## src/rtl/demux1to2_buf.sv

```systemverilog
// demux1to2_buf: one valid/ready stream steered by `control` into two FIFO-buffered ports.
// Define DEMUX_STATS_EN to add the cnt0/cnt1 delivered-word counters.
module demux1to2_buf #(
  parameter int WIDTH = 32,
  parameter int DEPTH = 4
) (
  input  logic             clk,
  input  logic             rst,
  input  logic [WIDTH-1:0] in_data,
  input  logic             control,
  input  logic             in_valid,
  output logic             in_ready,
  output logic [WIDTH-1:0] out0_data,
  output logic             out0_valid,
  input  logic             out0_ready,
  output logic [WIDTH-1:0] out1_data,
  output logic             out1_valid,
  input  logic             out1_ready
`ifdef DEMUX_STATS_EN
  ,
  output logic [31:0]      cnt0,
  output logic [31:0]      cnt1
`endif
);

  localparam int AW = $clog2(DEPTH);

  logic [1:0]            full;
  logic [1:0]            nonempty;
  logic [1:0]            rdy;
  logic [1:0][WIDTH-1:0] head;
`ifdef DEMUX_STATS_EN
  logic [1:0][31:0]      cnt;
`endif

  assign rdy = {out1_ready, out0_ready};

  // Only registered occupancy feeds in_ready, so sinks never gate the source.
  assign in_ready = !full[control];

  for (genvar i = 0; i < 2; i++) begin : g_port
    logic [WIDTH-1:0] mem [DEPTH];
    logic [AW-1:0]    wp;
    logic [AW-1:0]    rp;
    logic [AW:0]      occ;
    logic             push;
    logic             pop;

    assign push        = in_valid && !full[i] && (control == 1'(i));
    assign pop         = nonempty[i] && rdy[i];
    assign full[i]     = (occ == (AW+1)'(DEPTH));
    assign nonempty[i] = (occ != '0);
    assign head[i]     = nonempty[i] ? mem[rp] : '0;

    always_ff @(posedge clk) begin
      if (push) mem[wp] <= in_data;
    end

    always_ff @(posedge clk or posedge rst) begin
      if (rst) begin
        wp  <= '0;
        rp  <= '0;
        occ <= '0;
      end else begin
        if (push) wp <= wp + 1'b1;
        if (pop)  rp <= rp + 1'b1;
        unique case ({push, pop})
          2'b10:   occ <= occ + 1'b1;
          2'b01:   occ <= occ - 1'b1;
          default: occ <= occ;
        endcase
      end
    end

`ifdef DEMUX_STATS_EN
    logic [31:0] c;

    always_ff @(posedge clk or posedge rst) begin
      if (rst)      c <= '0;
      else if (pop) c <= c + 32'd1;
    end

    assign cnt[i] = c;
`endif
  end

  assign out0_data  = head[0];
  assign out1_data  = head[1];
  assign out0_valid = nonempty[0];
  assign out1_valid = nonempty[1];

`ifdef DEMUX_STATS_EN
  assign cnt0 = cnt[0];
  assign cnt1 = cnt[1];
`endif

endmodule

```

## config.mk

```make
export PLATFORM = sky130hd
export DESIGN_NAME = demux1to2_buf
export DESIGN_NICKNAME = d
export VERILOG_FILES = /design/src/rtl/demux1to2_buf.sv
export SDC_FILE = /design/constraint.sdc
export NUM_CORES = 1
export LEC_CHECK = 0
export CORE_ASPECT_RATIO = 2
export CORE_MARGIN = 10
export CORE_UTILIZATION = 45
export DETAILED_ROUTE_END_ITERATION = 10
export MAX_ROUTING_LAYER = met4
export PLACE_DENSITY = 0.75
export SYNTH_ARGS = -nofsm -noshare
export SYNTH_HDL_FRONTEND = slang
export SYNTH_SLANG_ARGS = --single-unit
export TNS_END_PERCENT = 20
```

## constraint.sdc

```tcl
create_clock -name clk -period 5.15 [get_ports clk]
set_clock_uncertainty 0.05 [all_clocks]
set_input_delay 1.545 -clock clk [delete_from_list [all_inputs] [get_ports clk]]
set_output_delay 1.545 -clock clk [all_outputs]
set_load 0.01 [all_outputs]
```

==> results.ini <==
[global_route]
grt_pass1_vias=5579
antenna_found_initial=0
grt_pass1_wl_um=33780
grt_usage_pct=14.90
grt_remaining_overflow=0
grt_max_degree=36

[critical_path]
path_class=register to primary output
worst_ep_arrival_time_ns=2.83
endpoint_kind=primary output
crit-reg2reg-launch=g_port[0].occ[0]
r2r_end=g_port[0].occ[2]
worstPathRequired_ns=3.56
reg2reg_depth=8
ff2ff_setup_slack_ns=2.70
worstPathMaxFanout=19
critPathLaunchType=register

[sta]
tightest_slew_ns=1.059
timing.final.crit_share_pct=85.94
max-slew-margin-rel_pct=29.37
timing.final.max_slew_violations=0
setup_tns_ns=0
final_hold_viol_count=0
clock.fmax_ghz=0.2259
fin_crit_ns=4.426
setup_ws_ns=0.7240
rsz0062_at_grt=no
finalSetupViolations=0
hold_slack_ns=0.4527

[detailed_routing]
wl_per_cell_um=23.86
drt_iter0_drc=331
wirelength_um=21360
first_pass_iters=4
ant_nets=0
vias=4843
viasPerCell=5.411
drc=0

[finish]
final_nets=645
ff_latch_area_mm2=0.008043
nFillCells=1792
final_util_pct=54.51
area_growth_pct=19.75
final_cells=895
drive_above_1_share_pct=19.61
final_area_mm2=0.01261
multiInputGateArea_mm2=0.002301
diodes=0

[power_and_ir_drop]
intPower_mw=5.105
power.net_switching_mw=2.078
vdd_drop_max_v=0.0003926
power_frac_comb_pct=34.0
power_mw=7.183
p_per_area_mw_per_mm2=569.7
pwr-share-clk_pct=24.4
leakage_nw=4.128
seqPwrFrac_pct=41.6
sw_frac_of_total_pct=28.93

[synthesis]
synth-seq-area-share_pct=76.34
synth_area_per_cell_um2=21.62
synth.distinct_cells=25
netlist_area_mm2=0.01053
netlist.area_leader.share_pct=73.01
synth.area.top_cells=edfxtp_1, mux4_2, and2_1, dfrtp_1, ha_1
yosys.area.top_type=edfxtp_1
postSynthCellCount=487
yosys_warnings=0
ys_ff_latch=270
syn-num-nets=537

[worst_hold_path]
min_path_type=register to register
min_path_cells=1
hp-start=g_port[0].occ[2]
hold_end=g_port[0].occ[2]

[floorplan]
die_h_um=236.3
die_w_um=128.2
pin_count=105
start_util_pct=45.52
core_area_mm2=0.02313
placement_rows=79
dieArea_mm2=0.03029

[run_status]
status=finished, final reports clean

[clocking]
ctsHoldBuffers=0
path_clk_slew_ns=0.07
cts_setup_buffers=0
cts.sinks=270
root_buffer=clkbuf_16
clk_path_buf_depth=3
numCtsBuffers=23
htreeDepth=1
cts_resized=0
clk_latency_ns=0.52
cts_tree=done

[flow_run]
maxCapViolCount=0

[placement]
dpl.hpwl_um=13010
place_inst=853
dpl_cell_area_mm2=0.01184
io_buffers=104
place_ws_ns=0.7525
gp_congestion=0.7358

final cells by class:
class                           instances  area share [%]
Tap cell                              283           2.808
Inverter                               13          0.3870
Clock inverter                         17           1.449
Clock buffer                           25           4.624
Multi-Input combinational cell        179           18.25
Sequential cell                       270           63.79
Timing Repair Buffer                  108           8.693
registers in the layout, indices dropped and copies added, names as in the netlist:
| signal | cells |
|---|---|
| g_port.mem | 256 |
| g_port.occ | 6 |
| g_port.rp | 4 |
| g_port.wp | 4 |
cell families (layout without fill, tap and decap cells):
kind of cell               after synthesis  count (layout)  share of synthesized area (%)
AOI/OAI and AO/OA                        2               2                         0.1069
and+or+nand+nor                         85              85                          5.003
xor gates and xnor gates                12              12                         0.9982
muxes                                   68              68                          14.13
adders and majority gates               12              12                          1.569
DFF                                    270             270                          76.34
buffers and inverters                   38             163                          1.854
layout by cell type, fill, tap and decap left out, types with 3 or more instances in the layout:
| cell | instances |
|---|---|
| clkbuf_16 | 23 |
| xnor2_1 | 6 |
| clkdlybuf4s50_1 | 104 |
| and2_2 | 8 |
| clkinv_2 | 5 |
| clkinv_4 | 5 |
| inv_1 | 13 |
| xor2_1 | 6 |
| and2_1 | 66 |
| nor2_1 | 4 |
| bufinv_16 | 3 |
| dfrtp_2 | 4 |
| dfrtp_1 | 10 |
| edfxtp_1 | 256 |
| ha_1 | 10 |
| mux4_2 | 64 |
worst max-delay path, stage by stage (launching register included):
cell and delay (ns):
dfrtp_2 0.76, buf_12 0.30, mux4_2 0.58, and2_1 0.18
clkdlybuf4s50_1 0.48
how the worst max path moves through the flow:
stage / start / slack [ns] / depth (start not counted) / endpoint
2_1_floorplan: control / 1.76 / 2 / in_ready
3_3_place_gp: control / 0.72 / 4 / in_ready
3_5_place_dp: control / 0.75 / 4 / in_ready
4_1_cts: g_port[0].rp[0] / 0.62 / 4 / out0_data[5]
5_1_grt: g_port[0].rp[0] / 0.59 / 4 / out0_data[5]
6_report: g_port[0].rp[0] / 0.72 / 4 / out0_data[5]
layer usage:
layer | wire (µm) | track usage [%]
met5 | 0 | -
met4 | 433 | 4.764
met3 | 910 | 1.954
met2 | 12190 | 26.27
met1 | 7820 | 17.01
synth_stat cells:
master / count
a21oi_1: 1
a31oi_1: 1
and2_1: 70
and2_2: 4
and3b_1: 1
buf_2: 6
buf_4: 6
buf_6: 3
clkbuf_1: 10
dfrtp_1: 14
edfxtp_1: 256
fa_1: 2
ha_1: 10
inv_1: 13
mux2_2: 1
mux2_4: 1
mux2i_1: 2
mux4_2: 64
nand2_1: 1
nand3_1: 2
nor2_1: 4
or3_1: 2
or3b_1: 1
xnor2_1: 6
xor2_1: 6
power groups by stage:
stage	clock [mW]	combinational [mW]	sequential (mW)
after floorplan	0	1.53	2.80
after global placement	0	2.46	3.02
after global routing	1.87	2.64	3.03
final	1.75	2.44	2.99
after CTS	1.79	2.51	3.00
after detailed placement	0	2.50	3.05
Power figures use the tool's default switching activity.
